File: src/rtl/melee_attack_ctrl.sv
// Melee swing sequencer: click -> wind-up, strike, recover, cooldown, with one damage pulse per swing.
// Optional feature: define MELEE_AUTO_REPEAT_EN to chain swings while the button stays held.
module melee_attack_ctrl #(
  parameter int WINDUP_FRAMES   = 2,
  parameter int STRIKE_FRAMES   = 4,
  parameter int RECOVER_FRAMES  = 2,
  parameter int COOLDOWN_FRAMES = 8,
  parameter int OFFSET_STEP     = 6
) (
  input  logic        clk,
  input  logic        rst,
  input  logic        frame_tick_i,
  input  logic        attack_req_i,
  input  logic [1:0]  game_active_i,
  input  logic [1:0]  char_class_i,
  input  logic        alive_i,
  input  logic        flip_hor_i,
  input  logic        melee_hit_i,
  output logic        swing_active_o,
  output logic        swing_flip_o,
  output logic [11:0] anim_x_offset_o,
  output logic        damage_pulse_o,
  output logic        attack_busy_o
);

  // state    | meaning
  // IDLE     | weapon hidden, waiting for a click
  // WINDUP   | weapon visible at rest, offset 0
  // STRIKE   | offset grows each frame, hits honoured
  // RECOVER  | offset shrinks back toward 0
  // COOLDOWN | weapon hidden, new clicks ignored
  typedef enum logic [2:0] {
    S_IDLE,
    S_WINDUP,
    S_STRIKE,
    S_RECOVER,
    S_COOLDOWN
  } state_t;

  localparam logic [11:0] STEP          = 12'(OFFSET_STEP);
  localparam logic [11:0] RET_STEP      = 12'((STRIKE_FRAMES * OFFSET_STEP) / RECOVER_FRAMES);
  localparam logic [7:0]  WINDUP_LAST   = 8'(WINDUP_FRAMES - 1);
  localparam logic [7:0]  STRIKE_LAST   = 8'(STRIKE_FRAMES - 1);
  localparam logic [7:0]  RECOVER_LAST  = 8'(RECOVER_FRAMES - 1);
  localparam logic [7:0]  COOLDOWN_LAST = 8'(COOLDOWN_FRAMES - 1);

  state_t      state_q, state_d;
  logic [7:0]  frame_cnt_q, frame_cnt_d;
  logic [11:0] offset_q, offset_d;
  logic        hit_q, hit_d;
  logic        flip_q, flip_d;
  logic        pulse_d;
  logic        req_q, req_prev_q, arm_q;
  logic        swing_active_q, attack_busy_q, damage_pulse_q;

  logic        en;
  logic        start_edge;
  logic [7:0]  frame_lim;
  logic        last_tick;

  assign en = (game_active_i != 2'd0) && alive_i && (char_class_i == 2'd1);
  // arm_q blocks a button held through reset from looking like a fresh click
  assign start_edge = req_q && !req_prev_q && arm_q;

  always_comb begin
    frame_lim = 8'd0;
    case (state_q)
      S_WINDUP:   frame_lim = WINDUP_LAST;
      S_STRIKE:   frame_lim = STRIKE_LAST;
      S_RECOVER:  frame_lim = RECOVER_LAST;
      S_COOLDOWN: frame_lim = COOLDOWN_LAST;
      default:    frame_lim = 8'd0;
    endcase
  end

  assign last_tick = frame_tick_i && (frame_cnt_q == frame_lim);

  always_comb begin
    state_d     = state_q;
    frame_cnt_d = frame_cnt_q;
    offset_d    = offset_q;
    hit_d       = hit_q;
    flip_d      = flip_q;
    pulse_d     = 1'b0;
    if (!en) begin
      state_d     = S_IDLE;
      frame_cnt_d = 8'd0;
      offset_d    = 12'd0;
      hit_d       = 1'b0;
    end else begin
      case (state_q)
        S_IDLE: begin
          if (start_edge) begin
            state_d     = S_WINDUP;
            frame_cnt_d = 8'd0;
            offset_d    = 12'd0;
            hit_d       = 1'b0;
            flip_d      = flip_hor_i;
          end
        end
        S_WINDUP: begin
          if (last_tick) begin
            state_d     = S_STRIKE;
            frame_cnt_d = 8'd0;
          end else if (frame_tick_i) begin
            frame_cnt_d = frame_cnt_q + 8'd1;
          end
        end
        S_STRIKE: begin
          if (melee_hit_i && !hit_q) begin
            hit_d   = 1'b1;
            pulse_d = 1'b1;
          end
          if (frame_tick_i) begin
            offset_d = offset_q + STEP;
            if (last_tick) begin
              state_d     = S_RECOVER;
              frame_cnt_d = 8'd0;
            end else begin
              frame_cnt_d = frame_cnt_q + 8'd1;
            end
          end
        end
        S_RECOVER: begin
          if (last_tick) begin
            state_d     = S_COOLDOWN;
            frame_cnt_d = 8'd0;
            offset_d    = 12'd0;
          end else if (frame_tick_i) begin
            frame_cnt_d = frame_cnt_q + 8'd1;
            offset_d    = (offset_q > RET_STEP) ? (offset_q - RET_STEP) : 12'd0;
          end
        end
        S_COOLDOWN: begin
          if (last_tick) begin
            frame_cnt_d = 8'd0;
`ifdef MELEE_AUTO_REPEAT_EN
            if (req_q) begin
              state_d = S_WINDUP;
              hit_d   = 1'b0;
              flip_d  = flip_hor_i;
            end else begin
              state_d = S_IDLE;
            end
`else
            state_d = S_IDLE;
`endif
          end else if (frame_tick_i) begin
            frame_cnt_d = frame_cnt_q + 8'd1;
          end
        end
        default: begin
          state_d     = S_IDLE;
          frame_cnt_d = 8'd0;
          offset_d    = 12'd0;
          hit_d       = 1'b0;
        end
      endcase
    end
  end

  always_ff @(posedge clk) begin
    if (rst) begin
      state_q        <= S_IDLE;
      frame_cnt_q    <= 8'd0;
      offset_q       <= 12'd0;
      hit_q          <= 1'b0;
      flip_q         <= 1'b0;
      req_q          <= 1'b0;
      req_prev_q     <= 1'b0;
      arm_q          <= 1'b0;
      swing_active_q <= 1'b0;
      attack_busy_q  <= 1'b0;
      damage_pulse_q <= 1'b0;
    end else begin
      state_q        <= state_d;
      frame_cnt_q    <= frame_cnt_d;
      offset_q       <= offset_d;
      hit_q          <= hit_d;
      flip_q         <= flip_d;
      req_q          <= attack_req_i;
      req_prev_q     <= req_q;
      arm_q          <= arm_q | ~attack_req_i;
      swing_active_q <= (state_d == S_WINDUP) || (state_d == S_STRIKE) || (state_d == S_RECOVER);
      attack_busy_q  <= (state_d != S_IDLE);
      damage_pulse_q <= pulse_d;
    end
  end

  assign swing_active_o  = swing_active_q;
  assign swing_flip_o    = flip_q;
  assign anim_x_offset_o = offset_q;
  assign damage_pulse_o  = damage_pulse_q;
  assign attack_busy_o   = attack_busy_q;

endmodule

File: config.mk
export PLATFORM = sky130hd
export DESIGN_NAME = melee_attack_ctrl
export DESIGN_NICKNAME = d
export VERILOG_FILES = /design/src/rtl/melee_attack_ctrl.sv
export SDC_FILE = /design/constraint.sdc
export NUM_CORES = 1
export LEC_CHECK = 0
export CAP_MARGIN = 20
export CORE_MARGIN = 8
export CORE_UTILIZATION = 50
export CTS_CLUSTER_DIAMETER = 120
export CTS_CLUSTER_SIZE = 25
export DETAILED_ROUTE_END_ITERATION = 16
export PLACE_DENSITY = 0.77
export SYNTH_ARGS = -nofsm -noshare
export SYNTH_HDL_FRONTEND = slang
export SYNTH_SLANG_ARGS = --single-unit
File: constraint.sdc
create_clock -name clk -period 5.4 [get_ports clk]
set_clock_uncertainty 0.15 [all_clocks]
set_input_delay 1.08 -clock clk [delete_from_list [all_inputs] [get_ports clk]]
set_output_delay 1.08 -clock clk [all_outputs]
set_load 0.02 [all_outputs]
# After elaboration in Yosys (flattened, before gate mapping)
# Cells that the tools add are included.
[word_totals]
elab_cells = 82
output_inout_bits = 16
inputBits = 11
register_bits = 31
[classes]
reduce_logical = 22
eq_ne = 14
addsub = 3
n_mux = 25
bitwise_logic = 6
magnitude_cmp = 1
[ops]
columns = ["operator", "n"]
rows = [
  ["2-to-1 mux 12 bit", 5],
  ["case mux 12 bit (4 select lines)", 1],
  ["2-to-1 mux 8 bit", 5],
  ["case mux 8 bit (3 select lines)", 1],
  ["2-to-1 mux 3 bit", 7],
  ["case mux 3 bit (5 select lines)", 1],
  ["adder 12 x 3 -> 12 bit (second input constant)", 1],
  ["equality test 3 x 2 -> 1 bit (second input constant)", 4],
  ["> comparator 12 x 4 -> 1 bit (second input constant)", 1],
  ["subtractor 12 x 4 -> 12 bit (second input constant)", 1],
  ["case mux 3 bit (3 select lines)", 1],
  ["AND reduction 3 bit", 3],
  ["adder 8 x 1 -> 8 bit (second input constant)", 1],
  ["equality test 8 bit", 1],
  ["equality test 3 x 1 -> 1 bit (second input constant)", 2],
  ["logical AND 1 bit", 6],
  ["inequality test 2 bit (second input constant)", 3],
  ["OR reduction 2 bit", 3],
  ["OR reduction 3 bit", 2],
  ["NOT 1 bit", 5],
  ["AND reduction 4 bit", 1],
  ["equality test 3 bit (second input constant)", 1],
  ["logical NOT 3 bit", 1],
  ["2-to-1 mux 1 bit", 3],
  ["other kinds (9)", 11],
]

# Logic depth before layout (Yosys ltp)
[depth]
depth_word = 12
ltp_mapped = 9
depth_no_buf = 8

# Worst setup path after synthesis
# No wires, ideal clock.
[synth_path]
kind = "input-to-reg"
from = "input game_active_i[1]"
to = "register frame_cnt_q[7]"
setup_time_ns = 0.093
required_time_ns = 5.157
arrival_time_ns = 2.136
slack_ns = 3.020
path_buffers = 0
path_stages = 4
cell_sequence = "nor2_1 -> nor4_1 -> nand3b_2 -> o311ai_2"
[synth_via]
elab_chain_len = 5
[synth_rtl]
columns = ["item", "line", "rtl"]
rows = [
  ["start, declared", "14", "input logic [1:0] game_active_i,"],
  ["nonzero test 2 bit", "61", "assign en = (game_active_i != 2'd0) && alive_i && (char_class_i == 2'd1);"],
  ["logical AND 1 bit (2 in series)", "61", ""],
  ["NOT 1 bit (no source line)", "--", ""],
  ["OR reduction 2 bit (no source line)", "--", ""],
  ["end signal, assigned", "177", "frame_cnt_q <= frame_cnt_d;"],
  ["end, declared", "48", "logic [7:0] frame_cnt_q, frame_cnt_d;"],
]
# No other way between the ends.
# A chain may end at the register's enable or synchronous reset.

# Worst setup path in the final report
[layout_path]
from = "input rst"
to = "register frame_cnt_q[2]"
[layout_via]
elab_chain_len = 1
[layout_rtl]
columns = ["item", "line", "rtl"]
rows = [
  ["start, declared", "11", "input logic rst,"],
  ["OR reduction 2 bit (no source line)", "--", ""],
]
# No other way between the ends.

==> results.yml <==
floorplan:
  rows: 23
  chipHeight_um: 79.16
  start_util_pct: 50.96
  die_area_mm2: 0.006266
  fp.coreArea_mm2: 0.003914
  pin_count: 27
  chipWidth_um: 79.16
layout:
  area_growth_pct: 15.12
  insertedDiodeCount: 0
  final_nets: 286
  drive_above_1_share_pct: 8.824
  fin_cells: 322
  stdcell_area_mm2: 0.002296
grt:
  grt_overflow: 0
  track_usage_pct: 14.69
  grt_pass1_wl_mm: 7.596
  grt_antenna_before_repair: 0
  grt_max_degree: 23
  grt_pass1_vias: 1618
sta:
  worst_slew_margin_rel_pct: 40.41
  period_share_pct: 54.29
  tns_ps: 0
  setup_viol: 0
  max_freq_mhz: 341.1
  final-hold-violation-count: 0
  slew_violations: 0
  rsz0062_at_grt: "false"
  min_period_ps: 2932
  worst_pin_slew_ps: 885.8
critical_path:
  timing.rr.start: "anim_x_offset_o[1]"
  path_class: "in -> reg"
  required_ps: 5460
  cp-start-kind: "input pin"
  worstPathMaxFanout: 22
  critPathLaunch: "rst"
  reg2reg_slack_ps: 3040
  cp.arrival_ps: 3000
  crit_end: "frame_cnt_q[2]"
  reg2reg_depth: 8
  crit_path_end_kind: "flip-flop"
  r2r_end: "anim_x_offset_o[11]"
logic_synthesis:
  synthFlopType: "dfxtp_1"
  yosys_warnings: 0
  syn_inst: 258
  syn_nets: 273
  syn_area_mm2: 0.001994
  synth_cell_types: 56
  ys_ff_latch: 30
  async_reset_ff_share_pct: 0
  synth_edf_count: 0
  synth.avg_cell_area_um2: 7.730
  ys_seq_area_share_pct: 30.11
route:
  wl_met2_mm: 2.008
  routed_wl_mm: 4.382
  met3_length_um: 218
  drtAntennaViolNets: 0
  wl_met1_mm: 2.102
  vias_per_cell: 5.755
  drc: 0
  top_layer: "met4"
  vias: 1853
  wl_per_cell_um: 13.61
  drtIter0Drc: 171
  first_pass_iters: 4
place:
  dp_hpwl_mm: 3.036
  placedCellCount: 314
  io_buffers: 25
  placed_area_mm2: 0.002205
  routabilityCongestion: 0.7622
cts:
  cts.root.buffer_cell: "clkbuf_8"
  cts_setup_buffers: 0
  cts.clk_slew.worst_paths_ps: 60
  cts_buffer_depth: 2
  cts.sinks: 30
  cts_max_level: 2
  cts.repair.resized: 0
  clk_latency_ps: 280
  cts_buffers: 5
  cts_tree: "done"
  cts_hold_buf: 0
power_and_ir_drop:
  power.total_w: 0.0004307
  p_per_area_mw_per_mm2: 187.6
  ir_drop_mv: 0.1760
  p_leak_nw: 0.7835
outcome:
  status: "completed"
hold_path:
  hp-class: "reg -> reg"
  hold-path-cell-count: 1
job:
  maxCapViolations: 0
==> cell usage after synthesis, drive strengths merged (8+ instances only) <==
master,count,area (um2)
dfxtp,30,600.6
o21ai,11,55.05
nor4,8,56.30
nand2,29,108.9
nand3,8,40.04
nor3,12,70.07
a21oi,22,110.1
inv,9,33.78
clkbuf,8,30.03
buf,14,95.08
nor2,21,78.83
==> layer usage <==
metal / global-route usage [%] / vias to the layer above
li1: - / 958
met1: 19.59 / 843
met2: 22.10 / 48
met3: 3.837 / 4
met4: 5.370 / 0
met5: 0 / -
==> registers in the layout, indices dropped and copies added (netlist names) <==
| name | flops |
|---|---|
| anim_x_offset_o | 11 |
| arm_q | 1 |
| attack_busy_o | 1 |
| damage_pulse_o | 1 |
| frame_cnt_q | 8 |
| hit_q | 1 |
| req_prev_q | 1 |
| req_q | 1 |
| state_q | 3 |
| swing_active_o | 1 |
| swing_flip_o | 1 |
==> per-stage QoR <==
stage / util, % / hold slack, ps / worst slack (ps)
2_1_floorplan: - / 250.1 / 3020
3_3_place_gp: 56.33 / 271.3 / 2218
3_5_place_dp: 56.33 / 278.7 / 2217
4_1_cts: 58.66 / 283.0 / 2466
5_1_grt: 58.66 / 304.3 / 2294
6_report: 58.66 / 282.1 / 2468
==> worst min path at each step <==
| stage | startpoint | endpoint | slack [ps] |
|---|---|---|---|
| 6_report | hit_q | damage_pulse_o | 280 |
| 5_1_grt | hit_q | damage_pulse_o | 300 |
| 4_1_cts | hit_q | damage_pulse_o | 280 |
| 3_5_place_dp | hit_q | damage_pulse_o | 280 |
| 3_3_place_gp | hit_q | damage_pulse_o | 270 |
| 2_1_floorplan | hit_q | damage_pulse_o | 250 |
==> cells by family after synthesis <==
kind of cell | synth area share, %
AND/OR/NAND/NOR | 31.05
AO/OA/AOI/OAI | 22.84
buffers and inverters | 7.967
flip-flops | 30.11
XOR/XNOR | 4.830
adder cells (fa/ha/maj) | 2.510
other | 0.1880
multiplexers | 0.5019
==> where the power goes <==
part           leakage, nW  total [W]  switching (W)  internal, W
Combinational        0.493  0.0000211      0.0000105    0.0000105
Clock               0.0482   0.000186      0.0000838     0.000103
Sequential           0.242   0.000223    0.000000551     0.000223
Total                0.783   0.000431      0.0000949     0.000336
==> worst max-delay path, stage by stage <==
cell and delay, ps:
clkdlybuf4s50_1 490, or4_1 930, nor4_1 320, nand2_1 90, o21ai_1 70
==> placed cells by master (no fill, tap or decap), types with 2 or more instances in the layout <==
cell type        Yosys  layout
ha_1                 4       4
o21ai_0              9       9
nand3_1              8       8
and3_1               6       6
a311oi_1             4       4
nand2_1             29      29
a21o_1               2       2
a31oi_1              5       5
nor2_1              21      21
a21oi_1             22      22
nor2b_1              5       5
a22oi_1              2       2
inv_1                9       9
xor2_1               5       5
dfxtp_1             30      30
nor4_1               7       7
buf_4                3       3
a221oi_2             2       2
o21bai_1             2       2
o31ai_1              4       4
or3_1                3       3
o21ai_1              2       2
nor3_2               2       2
nand3b_1             4       4
nand2b_1             2       2
and2_1               4       4
a221oi_1             2       2
clkdlybuf4s50_1      0      25
nor3_1              10      10
clkbuf_8             0       6
nand4_1              2       2
or4_1                2       2
xnor2_1              6       6
==> final cells by class <==
class | count | area, um2
inverter | 9 | 33.78
fill | 387 | 1618
clock inverter | 1 | 5.005
clock buffer | 7 | 86.33
timing repair buffer | 28 | 272.8
sequential | 30 | 600.6
tap | 50 | 62.56
multi-input combinational | 197 | 1235
Power figures use the tool's default switching activity.
